[src/rtl/dvi_bw_rx.sv]
// Black/white DVI single-channel receiver: DDR bit pairs -> 10-bit symbol alignment -> de/dat decode.
// Define DVI_BW_RX_ERR_CNT_EN to add the saturating invalid-symbol counter on err_cnt_o.
module dvi_bw_rx #(
    parameter int LOCK_RUN   = 16,
    parameter int UNLOCK_ERR = 4
) (
    input  logic        clk_i,
    input  logic        rst_i,
    input  logic        tmds_re_i,
    input  logic        tmds_fe_i,
    output logic        valid_o,
    output logic        de_o,
    output logic        dat_o,
    output logic        sym_err_o,
    output logic        locked_o,
    output logic [15:0] err_cnt_o
);
    localparam logic [9:0] CTL_00 = 10'b1101010100;
    localparam logic [9:0] DAT_EF = 10'b1011110000;
    localparam logic [9:0] DAT_10 = 10'b0111110000;
    localparam int RW = $clog2(LOCK_RUN + 1);
    localparam int EW = $clog2(UNLOCK_ERR + 1);

    typedef enum logic [1:0] {SEARCH, VERIFY, LOCKED} state_t;

    state_t        state_q, state_d;
    logic [11:0]   win_q;
    logic [2:0]    cnt_q, phase_q, phase_d;
    logic          half_q, half_d, skip_q, skip_d;
    logic [RW-1:0] run_q, run_d;
    logic [EW-1:0] errs_q, errs_d;
    logic          valid_d, de_d, dat_d, err_d, slip;
    logic          strobe;
    logic [9:0]    cand;

    // Newest pair lands in win[11:10]; half=1 looks one bit further back.
    assign cand   = half_q ? win_q[10:1] : win_q[11:2];
    assign strobe = (cnt_q == phase_q) && !skip_q;

    always_comb begin
        state_d = state_q;
        phase_d = phase_q;
        half_d  = half_q;
        skip_d  = 1'b0;
        run_d   = run_q;
        errs_d  = errs_q;
        valid_d = 1'b0;
        err_d   = 1'b0;
        de_d    = de_o;
        dat_d   = dat_o;
        slip    = 1'b0;
        if (strobe) begin
            unique case (state_q)
                SEARCH: begin
                    if (cand == CTL_00) begin
                        run_d = RW'(1);
                        if (LOCK_RUN <= 1) begin
                            state_d = LOCKED;
                            valid_d = 1'b1;
                        end else begin
                            state_d = VERIFY;
                        end
                    end else begin
                        slip = 1'b1;
                    end
                end
                VERIFY: begin
                    if (cand == CTL_00) begin
                        run_d = run_q + 1'b1;
                        if (run_d == RW'(LOCK_RUN)) begin
                            state_d = LOCKED;
                            valid_d = 1'b1;
                        end
                    end else begin
                        slip    = 1'b1;
                        run_d   = '0;
                        state_d = SEARCH;
                    end
                end
                LOCKED: begin
                    valid_d = 1'b1;
                    errs_d  = '0;
                    de_d    = 1'b0;
                    dat_d   = 1'b0;
                    case (cand)
                        CTL_00: ;
                        DAT_EF: begin
                            de_d  = 1'b1;
                            dat_d = 1'b1;
                        end
                        DAT_10: de_d = 1'b1;
                        default: begin
                            err_d  = 1'b1;
                            errs_d = errs_q + 1'b1;
                            // Losing lock keeps the current offset: no slip on the way out.
                            if (errs_d == EW'(UNLOCK_ERR)) begin
                                state_d = SEARCH;
                                valid_d = 1'b0;
                                errs_d  = '0;
                                run_d   = '0;
                            end
                        end
                    endcase
                end
                default: state_d = SEARCH;
            endcase
        end
        // A phase advance without wrap skips the very next cnt match, so strobes land 6 cycles apart.
        if (slip) begin
            if (!half_q) begin
                half_d = 1'b1;
            end else begin
                half_d = 1'b0;
                if (phase_q == 3'd4) begin
                    phase_d = '0;
                end else begin
                    phase_d = phase_q + 1'b1;
                    skip_d  = 1'b1;
                end
            end
        end
    end

    always_ff @(posedge clk_i or posedge rst_i) begin
        if (rst_i) begin
            state_q   <= SEARCH;
            win_q     <= '0;
            cnt_q     <= '0;
            phase_q   <= '0;
            half_q    <= 1'b0;
            skip_q    <= 1'b0;
            run_q     <= '0;
            errs_q    <= '0;
            valid_o   <= 1'b0;
            de_o      <= 1'b0;
            dat_o     <= 1'b0;
            sym_err_o <= 1'b0;
            locked_o  <= 1'b0;
        end else begin
            win_q     <= {tmds_fe_i, tmds_re_i, win_q[11:2]};
            cnt_q     <= (cnt_q == 3'd4) ? 3'd0 : cnt_q + 1'b1;
            state_q   <= state_d;
            phase_q   <= phase_d;
            half_q    <= half_d;
            skip_q    <= skip_d;
            run_q     <= run_d;
            errs_q    <= errs_d;
            valid_o   <= valid_d;
            de_o      <= de_d;
            dat_o     <= dat_d;
            sym_err_o <= err_d;
            locked_o  <= (state_d == LOCKED);
        end
    end

`ifdef DVI_BW_RX_ERR_CNT_EN
    // Survives unlock; only reset clears it.
    always_ff @(posedge clk_i or posedge rst_i) begin
        if (rst_i)
            err_cnt_o <= '0;
        else if (err_d && err_cnt_o != 16'hFFFF)
            err_cnt_o <= err_cnt_o + 1'b1;
    end
`else
    assign err_cnt_o = 16'h0000;
`endif

endmodule
[config.mk]
export PLATFORM = sky130hd
export DESIGN_NAME = dvi_bw_rx
export DESIGN_NICKNAME = d
export VERILOG_FILES = /design/src/rtl/dvi_bw_rx.sv
export SDC_FILE = /design/constraint.sdc
export NUM_CORES = 1
export LEC_CHECK = 0
export CAP_MARGIN = 20
export CORE_MARGIN = 3
export CORE_UTILIZATION = 59
export CTS_BUF_LIST = sky130_fd_sc_hd__clkbuf_8
export DETAILED_ROUTE_END_ITERATION = 8
export GPL_TIMING_DRIVEN = 0
export PLACE_DENSITY_LB_ADDON = 0.1
export SYNTH_ARGS = -nofsm -noshare
export SYNTH_HDL_FRONTEND = slang
export SYNTH_SLANG_ARGS = --single-unit
[constraint.sdc]
create_clock -name clk_i -period 4.7 [get_ports clk_i]
set_input_delay 1.41 -clock clk_i [delete_from_list [all_inputs] [get_ports clk_i]]
set_output_delay 1.41 -clock clk_i [all_outputs]
set_load 0.05 [all_outputs]
# Word-level counts from Yosys, hierarchy flattened
# Cells that the tools add are included.
dict set report word_totals {
  reg_bits 35
  inputBits 4
  output_inout_bits 21
  wordCells 76
}
dict set report classes {
  addsub 4
  eq_ne 14
  mux 35
  n_reduce_logical 10
}
# operator n
set op_table {}
lappend op_table {{$eq A10 B10 Y1 const B} 2}
lappend op_table {{$mux W5} 4}
lappend op_table {{$mux W1} 17}
lappend op_table {{$pmux W5 S3} 1}
lappend op_table {{$mux W2} 6}
lappend op_table {{$mux W3} 4}
lappend op_table {{$eq A10 B9 Y1 const B} 1}
lappend op_table {{$mux W10} 1}
lappend op_table {{$add A3 B1 Y3 const B} 3}
lappend op_table {{$eq A3 B3 Y1 const B} 3}
lappend op_table {{$ne A2 B2 Y1 const B} 3}
lappend op_table {{$pmux W2 S3} 1}
lappend op_table {{$add A5 B1 Y5 const B} 1}
lappend op_table {{$eq A5 B5 Y1 const B} 1}
lappend op_table {{$reduce_and A5 Y1} 1}
lappend op_table {{$eq A2 B2 Y1 const B} 2}
lappend op_table {{$reduce_and A2 Y1} 2}
lappend op_table {{$reduce_or A2 Y1} 2}
lappend op_table {{$eq A3 B3 Y1} 1}
lappend op_table {{$reduce_bool A3 Y1} 1}
lappend op_table {{$reduce_or A3 Y1} 1}
lappend op_table {{$eq A2 B1 Y1 const B} 1}
lappend op_table {{$logic_not A2 Y1} 1}
lappend op_table {{$pmux W1 S2} 1}
lappend op_table {{other kinds (2)} 2}

# Logic depth before layout (Yosys ltp)
# Gate-level depths: netlist of the first run.
dict set report depth {
  ltp_word 7
  ltp_mapped 7
}

# Least setup slack after synthesis of the first run
# No wires, ideal clock.
dict set report synth_timing {
  path_kind {flip-flop to output port}
  from {register dat_o}
  to {output dat_o}
  arrival_ns 0.600
  slack_ns 2.690
  stages_incl_launch_ff 1
  path_buffers 0
  path_cell_list {dfrtp_1}
}
# item line_no
set synth_lines {}
lappend synth_lines {{from (decl)} 13} ;# output logic dat_o,
lappend synth_lines {{from (signal assigned)} 150} ;# dat_o <= dat_d;
# No word-level cell between the ends.

# Worst setup path in the final report of the first run
dict set report layout_timing {
  from {register de_o}
  to {output de_o}
}
# item line_no
set layout_lines {}
lappend layout_lines {{from (decl)} 12} ;# output logic de_o,
lappend layout_lines {{from (signal assigned)} 135} ;# de_o <= 1'b0;
lappend layout_lines {{from (signal assigned)} 149} ;# de_o <= de_d;
# No word-level cell between the ends.

==> impl_metrics.json, run 1 <==
{
  "drive_above_1_share": 0.213,
  "antenna_found_initial": 0,
  "whs_ps": 429,
  "rows": 20,
  "core-area_sq_um": 3130,
  "firstDrtPassIters": 4,
  "multiInputGateArea_sq_um": 995,
  "syn_avg_cell_area_sq_um": 11.0,
  "ys_async_sr_fraction": 1.00,
  "yosys-mux-area-fraction": 0.0407,
  "hpwl_um": 2790,
  "cts_setup_buffers": 0,
  "p_leak_nw": 1.06,
  "r2r_setup_slack_ps": 2560,
  "drc_errors": 0,
  "synth_common_cells": "dfrtp_1 (34), buf_4 (16), inv_1 (13), ha_1 (11)",
  "hp-class": "flop to flop",
  "cp_cell_sequence": "clkdlybuf4s50_1",
  "cp-end-kind": "output port",
  "period_needed_ps": 2880,
  "routabilityCongestion": 0.894,
  "die_area_sq_um": 4070,
  "dp_cells": 247,
  "grt_usage": 0.207,
  "powerDensity_nw_per_um2": 328,
  "synth_fa_ha_area_frac": 0.0699,
  "final-seq-area_sq_um": 851,
  "grt_pass1_wl_um": 6440,
  "numCtsBuffers": 5,
  "yosysTopAreaCell": "dfrtp_1",
  "slew_headroom": 0.576,
  "diodes": 0,
  "slowest_delay_ps": 820,
  "crit_buf_inv": 1,
  "skew_ps": 4.69,
  "ys_dominant_reg_cell": "dfrtp_1",
  "cts_tree": "yes",
  "worst_pin_slew_ps": 635,
  "setup_viol": 0,
  "drv_cap": 0,
  "post_cts_resized": 0,
  "rsz0062_at_grt": "no",
  "ctsLongestPathBuffers": 2,
  "syn-cell-area_sq_um": 1970,
  "seq_area_frac_synth": 0.432,
  "clock_latency_ps": 290,
  "fillers": 232,
  "area_delta_synth_final_pct": 15.8,
  "htree_levels": 2,
  "max_freq_ghz": 0.347,
  "stdcell_area_sq_um": 2280,
  "ys_seq_elements": 34,
  "critical_path_class": "flop to output port",
  "cts_hold_buf": 0,
  "final_util": 0.729,
  "wl_per_cell_um": 14.0,
  "final-instance-count-excl-fill": 255,
  "worstPathRequired_ps": 3290,
  "antenna_left": 0,
  "critPathTopFamily": "buffers and inverters",
  "io_buffer_count": 8,
  "io_pins": 25,
  "syn_inst": 179,
  "finalSetupTns_ps": 0,
  "yosysTopAreaCellShare": 0.432,
  "start_kind": "flop",
  "critPathMaxFanout": 2,
  "grt_pass1_vias": 1418,
  "die_w_um": 63.8,
  "clkTransAtPathRegs_ps": 70,
  "initial_utilization": 0.630,
  "dpl_cell_area_sq_um": 2190,
  "synth-edff-count": 0,
  "yosysMostFrequentCell": "dfrtp_1",
  "synth_compound_area_frac": 0.162,
  "synth-simple-area-share": 0.175,
  "grt_max_degree": 21,
  "layout.nets": 225,
  "synth_top_family_by_area": "simple AND/OR/NAND/NOR gates",
  "overflow": 0,
  "via_per_inst": 5.42,
  "synthTopCellsByArea": "dfrtp_1 (43%), ha_1 (7.0%), buf_4 (6.1%)",
  "final-max-slew-violation-count": 0,
  "final.period_utilization": 0.612,
  "drtIter0Drc": 32,
  "synthDistinctLibCells": 56,
  "cp_slowest_cell": "clkdlybuf4s50_1",
  "synth_xor_area_frac": 0.0267,
  "die_h_um": 63.8,
  "via_count": 1381,
  "drt-total-wl_um": 3580,
  "clock_sinks": 34,
  "arrival_ps": 1470,
  "vdd_ir_drop_max_mv": 0.242,
  "hold_viol": 0,
  "status": "complete, no violations",
  "cts_root_buffer": "clkbuf_8",
  "yosys_warnings": 0
}
==> registers in the layout (all words and copies together) (netlist names) <==
name,count
skip_q,1
cnt_q,3
run_q,5
phase_q,3
sym_err_o,1
errs_q,3
dat_o,1
state_q,2
half_q,1
locked_o,1
valid_o,1
de_o,1
win_q,11
==> stage by stage <==
stage | total power [W] | setup slack [ps]
after floorplan | 0.000503 | 2540
after global placement | 0.000522 | 1830
after detailed placement | 0.000537 | 2130
after CTS | 0.000758 | 1810
after global routing | 0.000795 | 1770
final | 0.000748 | 1820
==> final timing paths <==
check | start | end | cells past startpoint
setup / recovery | de_o | de_o | 1
hold / removal | win_q[11] | win_q[9] | 0
setup reg to reg | phase_q[2] | run_q[0] | 6
hold reg to reg | win_q[11] | win_q[9] | 0
max in group asynchronous | rst_i | win_q[10] | 3
min in group asynchronous | rst_i | run_q[0] | 2
==> cell families after synthesis <==
logic type / count (synthesis)
mux: 7
fa+ha+maj: 11
flops: 34
buf+inv: 30
other cells: 1
simple gates: 50
compound gates: 40
xor+xnor: 6
==> where the power goes <==
part | switching, W | total (W) | internal (W)
Clock | 0.000102 | 0.000218 | 0.000116
Sequential | 0.0000288 | 0.000348 | 0.000319
Combinational | 0.000104 | 0.000182 | 0.0000787
==> layout make-up <==
class | count | share of cell area
inverter | 13 | 0.0214
sequential | 34 | 0.373
timing repair buffer | 9 | 0.0472
buffer | 17 | 0.0576
clock buffer | 6 | 0.0362
clock inverter | 2 | 0.00384
tap | 44 | 0.0241
multi-input combinational | 130 | 0.436
==> routing by layer <==
layer	routed length, um	track usage
met1	1490	0.229
met2	1880	0.365
met3	155	0.0650
met4	48	0.0836
met5	0	0
==> placed cells by master (no fill, tap or decap), types with 2 or more instances in the layout <==
cell / synthesis / layout
nand2_2: 2 / 2
xnor2_1: 2 / 2
clkbuf_8: 0 / 6
mux2_2: 4 / 4
a22o_1: 2 / 2
o211ai_1: 2 / 2
mux2i_1: 2 / 2
o2bb2ai_1: 3 / 3
clkdlybuf4s50_1: 0 / 8
a31oi_1: 3 / 3
and2_1: 5 / 5
inv_1: 13 / 14
conb_1: 1 / 16
o2111ai_1: 3 / 3
a22oi_1: 2 / 2
xor2_1: 4 / 4
nor2_1: 9 / 9
nor3_1: 2 / 2
o21ai_0: 6 / 6
nand2_1: 9 / 9
buf_4: 16 / 16
nand3_1: 6 / 6
a21oi_1: 4 / 4
dfrtp_1: 34 / 34
ha_1: 11 / 11
nor2b_1: 2 / 2
No activity file was read; power rests on OpenSTA's default activity.
==> run 2: changes to the inputs <==
Settings changed: CORE_UTILIZATION 59 to 52.
Clock period 4.7 ns to 2.4 ns, I/O delays scaled along.
==> run 2 against run 1 <==
  * Design area rose by 0.27%
  * Non-clock buffer count unchanged
  * Combinational power rose by 96%
  * First-iteration DRC count rose by 78%
  * Cell count increased by 0.78%
  * Highest routed layer unchanged
==> impl_metrics.json, run 2 (synthesized netlist as in run 1, its figures left out) <==
{
  "clkTransAtPathRegs_ps": 80,
  "rows": 21,
  "die_w_um": 67.5,
  "p_leak_nw": 1.05,
  "cts_tree": "yes",
  "clock_latency_ps": 290,
  "status": "complete, no violations",
  "drtIter0Drc": 57,
  "largest_reg_flops": 11,
  "rsz0062_at_grt": "no",
  "powerDensity_nw_per_um2": 646,
  "fillers": 274,
  "period_needed_ps": 2180,
  "final-seq-area_sq_um": 851,
  "largest_registers": "win_q: 11 flops, run_q: 5 flops",
  "min_from": "win_q[11]",
  "critPathTopFamily": "buffers and inverters",
  "area_delta_synth_final_pct": 16.1,
  "core-area_sq_um": 3490,
  "cp-end-kind": "output port",
  "holdPathEnd": "win_q[9]",
  "initial_utilization": 0.564,
  "finalSetupTns_ps": 0,
  "grt_usage": 0.180,
  "clock_sinks": 34,
  "via_per_inst": 5.44,
  "slowest_delay_ps": 800,
  "die_h_um": 67.5,
  "drv_cap": 0,
  "final_cell_mix": "dfrtp_1 (34), buf_4 (16), conb_1 (16)",
  "htree_levels": 2,
  "grt_max_degree": 22,
  "final.period_utilization": 0.909,
  "r2r_setup_slack_ps": 290,
  "drive_above_1_share": 0.218,
  "arrival_ps": 1460,
  "die_area_sq_um": 4560,
  "drt-total-wl_um": 3500,
  "hold_viol": 0,
  "hp-class": "flop to flop",
  "cp_cell_sequence": "clkdlybuf4s50_1",
  "multiInputGateArea_sq_um": 995,
  "antenna_left": 0,
  "via_count": 1398,
  "cts_root_buffer": "clkbuf_8",
  "final-max-slew-violation-count": 0,
  "antenna_found_initial": 0,
  "post_cts_resized": 0,
  "critical_path_class": "flop to output port",
  "numCtsBuffers": 5,
  "routabilityCongestion": 0.799,
  "reg2reg_to": "run_q[0]",
  "regMostFlops": "win_q",
  "io_buffer_count": 8,
  "cp_slowest_cell": "clkdlybuf4s50_1",
  "stdcell_area_sq_um": 2290,
  "wl_per_cell_um": 13.6,
  "grt_pass1_vias": 1366,
  "dpl_cell_area_sq_um": 2190,
  "drc_errors": 0,
  "hpwl_um": 2780,
  "worst_pin_slew_ps": 638,
  "critPathMaxFanout": 2,
  "ctsLongestPathBuffers": 2,
  "layout.nets": 225,
  "worstPathRequired_ps": 1680,
  "overflow": 0,
  "max_freq_ghz": 0.458,
  "cts_setup_buffers": 0,
  "diodes": 0,
  "p_total_w": 0.00148,
  "final_common_cell": "dfrtp_1",
  "skew_ps": 11.6,
  "rr_startpoint": "phase_q[2]",
  "setup_viol": 0,
  "vdd_ir_drop_max_mv": 0.440,
  "cts_hold_buf": 0,
  "final_util": 0.654,
  "firstDrtPassIters": 5,
  "grt_pass1_wl_um": 6040,
  "whs_path_depth": 0,
  "io_pins": 25,
  "start_kind": "flop",
  "slew_headroom": 0.574,
  "ff2ff_path_depth": 6,
  "crit_buf_inv": 1
}
## run 2: per-stage QoR
stage | std cells | setup WS [ps] | hold slack [ps]
6_report | 257 | 218 | 422
3_5_place_dp | 249 | 299 | 418
5_1_grt | 257 | 123 | 442
2_1_floorplan | 194 | 510 | 382
3_3_place_gp | 248 | 189 | 414
4_1_cts | 257 | 197 | 423
## run 2: worst max path at each step
stage | end | cells past startpoint | slack, ps | start
2_1_floorplan | run_q[0] | 7 | 510 | half_q
3_3_place_gp | win_q[10] | 2 | 190 | rst_i
3_5_place_dp | run_q[0] | 6 | 300 | phase_q[2]
4_1_cts | de_o | 1 | 200 | de_o
5_1_grt | run_q[0] | 6 | 120 | cnt_q[2]
6_report | de_o | 1 | 220 | de_o
## run 2: cell type report
class                      count  area share
tap                           46      0.0252
sequential                    34       0.372
buffer                        17      0.0575
clock inverter                 2     0.00547
clock buffer                   6      0.0361
inverter                      13      0.0213
timing repair buffer           9      0.0471
multi-input combinational    130       0.435
## run 2: power by group
part	total [W]	switching, W	internal [W]	leakage [nW]
registers	0.000682	0.0000575	0.000624	0.436
clock network	0.000437	0.000207	0.000230	0.0472
logic	0.000357	0.000203	0.000154	0.568
total	0.00148	0.000467	0.00101	1.05
## run 2: routing by layer
layer	GRT usage	vias up	part of all wire	wire length, um
met4	0.0633	0	0.013	46
met1	0.204	687	0.42	1480
met5	0	-	0	0
li1	-	667	-	-
met3	0.0449	5	0.052	181
met2	0.323	39	0.51	1800
